==> config.mk <==
export PLATFORM = sky130hd
export DESIGN_NAME = alu_sequencer_flat
export DESIGN_NICKNAME = d
export VERILOG_FILES = /design/src/rtl/alu_sequencer_if.sv /design/src/rtl/alu_sequencer.sv /design/src/flat_wrapper.sv
export SDC_FILE = /design/constraint.sdc
export NUM_CORES = 1
export LEC_CHECK = 0
export ABC_CLOCK_PERIOD_IN_PS = 2600
export CORE_ASPECT_RATIO = 1.25
export CORE_MARGIN = 3
export CORE_UTILIZATION = 45
export CTS_BUF_LIST = sky130_fd_sc_hd__clkbuf_4 sky130_fd_sc_hd__clkbuf_8 sky130_fd_sc_hd__clkbuf_16
export DETAILED_ROUTE_END_ITERATION = 12
export PLACE_DENSITY_LB_ADDON = 0.08
export SLEW_MARGIN = 20
export SYNTH_ARGS = -nofsm -noshare
export SYNTH_HDL_FRONTEND = slang
export SYNTH_SLANG_ARGS = --single-unit
export TNS_END_PERCENT = 5
==> constraint.sdc <==
create_clock -name i_clk -period 2.6 [get_ports i_clk]
set_clock_uncertainty 0.05 [all_clocks]
set_input_delay 0.52 -clock i_clk [delete_from_list [all_inputs] [get_ports i_clk]]
set_output_delay 0.52 -clock i_clk [all_outputs]
set_load 0.02 [all_outputs]
==> src/rtl/alu_sequencer_if.sv <==
// Command (producer -> sequencer) and response (sequencer -> consumer) channels
// of alu_sequencer, both using valid/ready handshakes.
interface alu_sequencer_if #(
   parameter int WIDTH = 8
);
   logic             cmd_valid;
   logic             cmd_ready;
   logic [WIDTH-1:0] cmd_a;
   logic [WIDTH-1:0] cmd_b;
   logic [3:0]       cmd_op;
   logic             cmd_use_acc;
   logic             rsp_valid;
   logic             rsp_ready;
   logic [WIDTH-1:0] rsp_result;
   logic             rsp_carry_out;

   modport master (
      output cmd_valid, cmd_a, cmd_b, cmd_op, cmd_use_acc, rsp_ready,
      input  cmd_ready, rsp_valid, rsp_result, rsp_carry_out
   );

   modport slave (
      input  cmd_valid, cmd_a, cmd_b, cmd_op, cmd_use_acc, rsp_ready,
      output cmd_ready, rsp_valid, rsp_result, rsp_carry_out
   );
endinterface

==> src/rtl/alu_sequencer.sv <==
// Buffers ALU commands in a FIFO, drives the head onto an external combinational
// ALU, and captures result/carry into a backpressured response register.
module alu_sequencer #(
   parameter int WIDTH = 8,
   parameter int DEPTH = 4
) (
   input  logic                   i_clk,
   input  logic                   i_rst_n,
   alu_sequencer_if.slave         bus,
   input  logic                   i_acc_clear,
   output logic [WIDTH-1:0]       o_alu_a,
   output logic [WIDTH-1:0]       o_alu_b,
   output logic [3:0]             o_alu_operation,
   input  logic [WIDTH-1:0]       i_alu_result,
   input  logic                   i_alu_carry_out,
   output logic [WIDTH-1:0]       o_acc,
   output logic [$clog2(DEPTH):0] o_fifo_count
);
   localparam int PW = $clog2(DEPTH);
   localparam int CW = PW + 1;
   localparam int EW = 2 * WIDTH + 5;

   // Entry layout: {use_acc, op, b, a}
   logic [EW-1:0]    r_mem [DEPTH];
   logic [PW-1:0]    r_wr_ptr;
   logic [PW-1:0]    r_rd_ptr;
   logic [CW-1:0]    r_count;
   logic             r_rsp_valid;
   logic [WIDTH-1:0] r_rsp_result;
   logic             r_rsp_carry;
   logic [WIDTH-1:0] r_acc;

   logic             w_empty;
   logic             w_cmd_ready;
   logic             w_push;
   logic             w_issue;
   logic [EW-1:0]    w_head;

   assign w_empty     = (r_count == '0);
   assign w_cmd_ready = (r_count < CW'(DEPTH));
   assign w_push      = bus.cmd_valid && w_cmd_ready;
   assign w_issue     = !w_empty && (!r_rsp_valid || bus.rsp_ready);
   assign w_head      = r_mem[r_rd_ptr];

   assign bus.cmd_ready     = w_cmd_ready;
   assign bus.rsp_valid     = r_rsp_valid;
   assign bus.rsp_result    = r_rsp_result;
   assign bus.rsp_carry_out = r_rsp_carry;
   assign o_acc             = r_acc;
   assign o_fifo_count      = r_count;

   always_comb begin
      o_alu_a         = '0;
      o_alu_b         = '0;
      o_alu_operation = '0;
      if (!w_empty) begin
         o_alu_a         = w_head[EW-1] ? r_acc : w_head[WIDTH-1:0];
         o_alu_b         = w_head[2*WIDTH-1:WIDTH];
         o_alu_operation = w_head[2*WIDTH+3:2*WIDTH];
      end
   end

   // Storage is not reset: occupancy alone defines which entries are live.
   always_ff @(posedge i_clk) begin
      if (w_push) begin
         r_mem[r_wr_ptr] <= {bus.cmd_use_acc, bus.cmd_op, bus.cmd_b, bus.cmd_a};
      end
   end

   always_ff @(posedge i_clk or negedge i_rst_n) begin
      if (!i_rst_n) begin
         r_wr_ptr     <= '0;
         r_rd_ptr     <= '0;
         r_count      <= '0;
         r_rsp_valid  <= 1'b0;
         r_rsp_result <= '0;
         r_rsp_carry  <= 1'b0;
         r_acc        <= '0;
      end else begin
         if (w_push) begin
            r_wr_ptr <= r_wr_ptr + 1'b1;
         end
         if (w_issue) begin
            r_rd_ptr     <= r_rd_ptr + 1'b1;
            r_rsp_valid  <= 1'b1;
            r_rsp_result <= i_alu_result;
            r_rsp_carry  <= i_alu_carry_out;
         end else if (r_rsp_valid && bus.rsp_ready) begin
            r_rsp_valid <= 1'b0;
         end
         r_count <= r_count + CW'(w_push) - CW'(w_issue);
         // Clear wins over the issue update; the issuing command already saw the old acc.
         if (i_acc_clear) begin
            r_acc <= '0;
         end else if (w_issue) begin
            r_acc <= i_alu_result;
         end
      end
   end
endmodule

==> src/flat_wrapper.sv <==
// flat-port wrapper written by rule: the top's interface ports become plain ports
module alu_sequencer_flat 
#(
   parameter int WIDTH = 8,
   parameter int DEPTH = 4
)
  (i_clk, i_rst_n, i_acc_clear, o_alu_a, o_alu_b, o_alu_operation, i_alu_result, i_alu_carry_out, o_acc, o_fifo_count, bus_cmd_valid, bus_cmd_a, bus_cmd_b, bus_cmd_op, bus_cmd_use_acc, bus_rsp_ready, bus_cmd_ready, bus_rsp_valid, bus_rsp_result, bus_rsp_carry_out);
  alu_sequencer_if #(.WIDTH(WIDTH)) bus_i ();
  input  logic i_clk;
  input  logic i_rst_n;
  input  logic i_acc_clear;
  output logic [WIDTH-1:0] o_alu_a;
  output logic [WIDTH-1:0] o_alu_b;
  output logic [3:0] o_alu_operation;
  input  logic [WIDTH-1:0] i_alu_result;
  input  logic i_alu_carry_out;
  output logic [WIDTH-1:0] o_acc;
  output logic [$clog2(DEPTH):0] o_fifo_count;
  input wire logic [$bits(bus_i.cmd_valid)-1:0] bus_cmd_valid;
  input wire logic [$bits(bus_i.cmd_a)-1:0] bus_cmd_a;
  input wire logic [$bits(bus_i.cmd_b)-1:0] bus_cmd_b;
  input wire logic [$bits(bus_i.cmd_op)-1:0] bus_cmd_op;
  input wire logic [$bits(bus_i.cmd_use_acc)-1:0] bus_cmd_use_acc;
  input wire logic [$bits(bus_i.rsp_ready)-1:0] bus_rsp_ready;
  output wire logic [$bits(bus_i.cmd_ready)-1:0] bus_cmd_ready;
  output wire logic [$bits(bus_i.rsp_valid)-1:0] bus_rsp_valid;
  output wire logic [$bits(bus_i.rsp_result)-1:0] bus_rsp_result;
  output wire logic [$bits(bus_i.rsp_carry_out)-1:0] bus_rsp_carry_out;
  assign bus_i.cmd_valid = bus_cmd_valid;
  assign bus_i.cmd_a = bus_cmd_a;
  assign bus_i.cmd_b = bus_cmd_b;
  assign bus_i.cmd_op = bus_cmd_op;
  assign bus_i.cmd_use_acc = bus_cmd_use_acc;
  assign bus_i.rsp_ready = bus_rsp_ready;
  assign bus_cmd_ready = bus_i.cmd_ready;
  assign bus_rsp_valid = bus_i.rsp_valid;
  assign bus_rsp_result = bus_i.rsp_result;
  assign bus_rsp_carry_out = bus_i.rsp_carry_out;
  alu_sequencer #(.WIDTH(WIDTH), .DEPTH(DEPTH)) u_core (.i_clk(i_clk), .i_rst_n(i_rst_n), .bus(bus_i), .i_acc_clear(i_acc_clear), .o_alu_a(o_alu_a), .o_alu_b(o_alu_b), .o_alu_operation(o_alu_operation), .i_alu_result(i_alu_result), .i_alu_carry_out(i_alu_carry_out), .o_acc(o_acc), .o_fifo_count(o_fifo_count));
endmodule
==> run summary <==
## Outcome
• finished, final reports clean — status

## Timing
• 0.643 — Max-Slew Margin vs Limit
• 456 ps — final-layout worst hold slack
• 49.3 ps — worst setup margin
• 0 — max-slew violation total from the final report
• 2550 ps — minimum clock period after layout
• 392 MHz — upper clock frequency limit
• 0.981 — share of the clock period used by the worst path
• 0 ps — Total Neg Setup Slack
• true — RSZ-0062 raised after global routing
• 0 — number of hold-slack violations in the final timing report
• 536 ps — transition time of the tightest slew-check pin
• 0 — number of setup violations in the final report

## Worst setup path
• mux4_2 > mux2i_1 > nor2_1 > dlygate4sd2_1 — cells along the critical path
• mux4_2 — slowest cell on the critical path
• o_alu_a[1] — capturing instance or port of the critical path
• multiplexers — cell class contributing the biggest share of worst-path delay
• flip-flop to primary output — type of the worst setup path
• 10 — number of cells on the worst reg-to-reg path
• 1980 ps — arrival time worst endpoint
• 1 — count of buffering cells on the critical path with inverters included
• 470 ps — internal reg-to-reg setup slack
• 2030 ps — CP Data Required Time
• u_core.o_fifo_count[2] — Crit Reg-Reg Endpoint
• primary output — Critical Path Sink Type
• 6 — worst-path maximum fanout
• 630 ps — Worst path max stage delay
• 4 — count of cell instances traversed by the critical path
• flip-flop — Worst Setup Start Kind
• u_core.o_fifo_count[2] — beginning of the worst register-to-register path
• u_core.r_rd_ptr[0] — startpoint of the most critical setup path

## Logic synthesis
• 0.727 — sequential share of the synthesized area
• 246 — number of standard cells after synthesis
• multiplexers — main combinational cell family by area after synthesis
• 0.0220 — share of synthesized cell area in full adder, half adder and majority cells
• 4330 um^2 — total standard cell area after synthesis
• 0.0581 — Simple-Gate Fraction of Synth Area
• 0.130 — mux contribution to synthesized area
• 25 — number of library cell types mapped by synthesis
• 0.0101 — xor and xnor fraction of the mapped netlist area
• 288 — net count after synthesis
• 17.6 um^2 — post-synthesis average cell area
• 109 — Seq cells post-synth
• 0 — Ys Warns
• 0.0289 — compound-gate portion of the synthesized area

## Global routing
• 13000 um — global-route wire length before repair
• 0 — GR Overflow Total
• 0.161 — Overall Global Routing Usage
• 2461 — via count of the first global-routing pass
• 26 — maximum number of pins on one net before global-route repair
• 0 — initial antenna violation count

## Floorplanning
• 10800 um^2 — die area
• 0.467 — Initial Util
• 39 — count of standard-cell rows
• 116 um — Vert. Die Dim
• 93.7 um — overall die width
• 9270 um^2 — CORE AREA
• 77 — total I/O pin count

## CTS
• yes — CTS tree
• clkbuf_16 — clock root buffer
• 0 — CTS Hold Buffers Added
• 3 — number of H-tree levels
• 340 ps — clk_lat worst skew
• 70 ps — clock transition at the registers of the reported paths
• 2 — CTS max path bufs
• 109 — clock sink total
• 9 — Inserted Clock Buffers

## Placement
• 76 — number of buffers inserted by port buffering
• 0.750 — weighted congestion at the end of routability-driven global placement
• 5280 um — DP HPWL
• 5340 um^2 — Placed Area
• 87.0 ps — pre-CTS WS

## Detailed routing
• 441 um — length of routed met3 wiring
• 2324 — vias after detailed routing
• 0 — DRC violation count after routing
• met4 — top layer used by detailed routing
• 150 — initial DRC count
• 4080 um — metal2 WL
• 17.4 um — routed length per instance
• 3440 um — post-route met1 wirelength
• 8080 um — Routed Wire Length
• 5.00 — vias per cell
• 4 — total iterations of the first detailed-routing run
• 0 — antenna violation net count after detailed routing

## Power and ir drop
• 0.645 mV — worst IR drop on VDD
• 2.16 nW — P_leak
• 1120 nW/um^2 — areal power density over the cells
• 6.34 mW — overall power consumption

## Cells and area
• 30.8% — P&R area growth vs syn
• 0.181 — proportion of layout cells with a drive suffix above 1
• 5660 um^2 — finished layout cell area
• 379 — Final Net Count
• 0 — antenna diode count

## Worst hold path
• flip-flop to flip-flop — kind of path behind the tightest hold check
• 2 — hold path cells

## Run
• 0 — number of max-cap violations

==> synthesized netlist by cell type <==
| master | number | area share |
|---|---|---|
| a21oi_1 | 8 | 0.0092 |
| and2_1 | 16 | 0.023 |
| buf_1 | 3 | 0.0026 |
| buf_2 | 1 | 0.0012 |
| buf_4 | 2 | 0.0035 |
| buf_6 | 2 | 0.0052 |
| clkbuf_1 | 6 | 0.0052 |
| dfrtp_1 | 25 | 0.14 |
| edfxtp_1 | 84 | 0.58 |
| fa_1 | 1 | 0.0046 |
| ha_1 | 6 | 0.017 |
| inv_1 | 7 | 0.0061 |
| mux2_2 | 1 | 0.0026 |
| mux2i_1 | 8 | 0.018 |
| mux4_2 | 21 | 0.11 |
| nand2_1 | 10 | 0.0087 |
| nand2b_1 | 1 | 0.0014 |
| nand3_1 | 9 | 0.010 |
| nor2_1 | 9 | 0.0078 |
| nor2b_1 | 2 | 0.0029 |
| nor3_2 | 1 | 0.0023 |
| o21ai_0 | 17 | 0.020 |
| or3_1 | 1 | 0.0014 |
| xnor2_1 | 4 | 0.0081 |
| xor2_1 | 1 | 0.0020 |
==> report_power, final <==
group	internal, mW	leakage [nW]	switching (mW)
registers	2.22	1.07	0.132
clock network	0.791	0.149	0.558
logic	1.28	0.943	1.35
==> timing repair <==
action                     4_1_cts  5_1_grt
buffers inserted                 2        0
resized for setup               26       12
setup endpoints to repair       20       20
==> stage by stage <==
stage          utilization  cells
3_3_place_gp         0.576    447
6_report             0.611    465
5_1_grt              0.611    465
4_1_cts              0.608    465
2_1_floorplan            -    246
3_5_place_dp         0.576    447
==> registers in the layout, summed over array words and instances (netlist names) <==
| name | cells |
|---|---|
| u_core.bus.rsp_result | 8 |
| u_core.o_fifo_count | 3 |
| u_core.r_wr_ptr | 2 |
| u_core.r_rd_ptr | 2 |
| u_core.bus.rsp_valid | 1 |
| u_core.bus.rsp_carry_out | 1 |
| u_core.o_acc | 8 |
| u_core.r_mem | 84 |
==> how the worst min path moves through the flow <==
stage                             startpoint                       end
detailed placement  u_core.bus.rsp_result[4]  u_core.bus.rsp_result[4]
floorplan                            i_rst_n  u_core.bus.rsp_carry_out
global route        u_core.bus.rsp_result[0]  u_core.bus.rsp_result[0]
global placement    u_core.bus.rsp_result[0]  u_core.bus.rsp_result[0]
finish              u_core.bus.rsp_result[4]  u_core.bus.rsp_result[4]
CTS                 u_core.bus.rsp_result[4]  u_core.bus.rsp_result[4]
==> logic make-up (layout without fill, tap and decap cells) <==
kind of cell,after synthesis,count (layout)
simple gates,49,49
buf+inv,21,117
compound gates,25,25
flops,109,109
mux,30,30
fa+ha+maj,7,7
xor+xnor,5,5
==> routing by layer <==
| metal | track usage | vias to the layer above |
|---|---|---|
| met1 | 0.210 | 1131 |
| met3 | 0.0416 | 8 |
| li1 | - | 1111 |
| met5 | 0 | - |
| met4 | 0.0578 | 0 |
| met2 | 0.264 | 74 |
==> layout by cell type, fill, tap and decap left out, types with 3 or more instances in the layout <==
cell type        Yosys  routed
a21oi_1              8       8
and2_1              16      16
buf_12               0       4
buf_2                1       3
buf_4                2      13
clkbuf_16            0       9
clkdlybuf4s50_1      0      56
dfrtp_1             25      24
dlygate4sd2_1        0       8
dlymetal6s2s_1       0       8
edfxtp_1            84      84
ha_1                 6       6
inv_1                7       7
mux2i_1              8       8
mux4_2              21      21
nand2_1             10      10
nand3_1              9       9
nor2_1               9       9
o21ai_0             17      17
xnor2_1              4       4
==> worst register-to-register path, stage by stage (launching register included) <==
cell	delay (ps)
dfrtp_1	370
buf_4	150
nor3_2	200
nor2_1	90
ha_1	270
inv_1	50
ha_1	120
inv_1	50
fa_1	380
xnor2_1	180
xnor2_1	140
==> layout make-up <==
class                   count  area [um^2]
multi-input cells         116         1080
flip-flops and latches    109         3150
well taps                 123          154
clock buffers              12          254
inverters                   7         26.3
repair buffers             94          953
fillers                   705         3610
clock inverters             4         47.5
(Power assumes the default switching activity.)
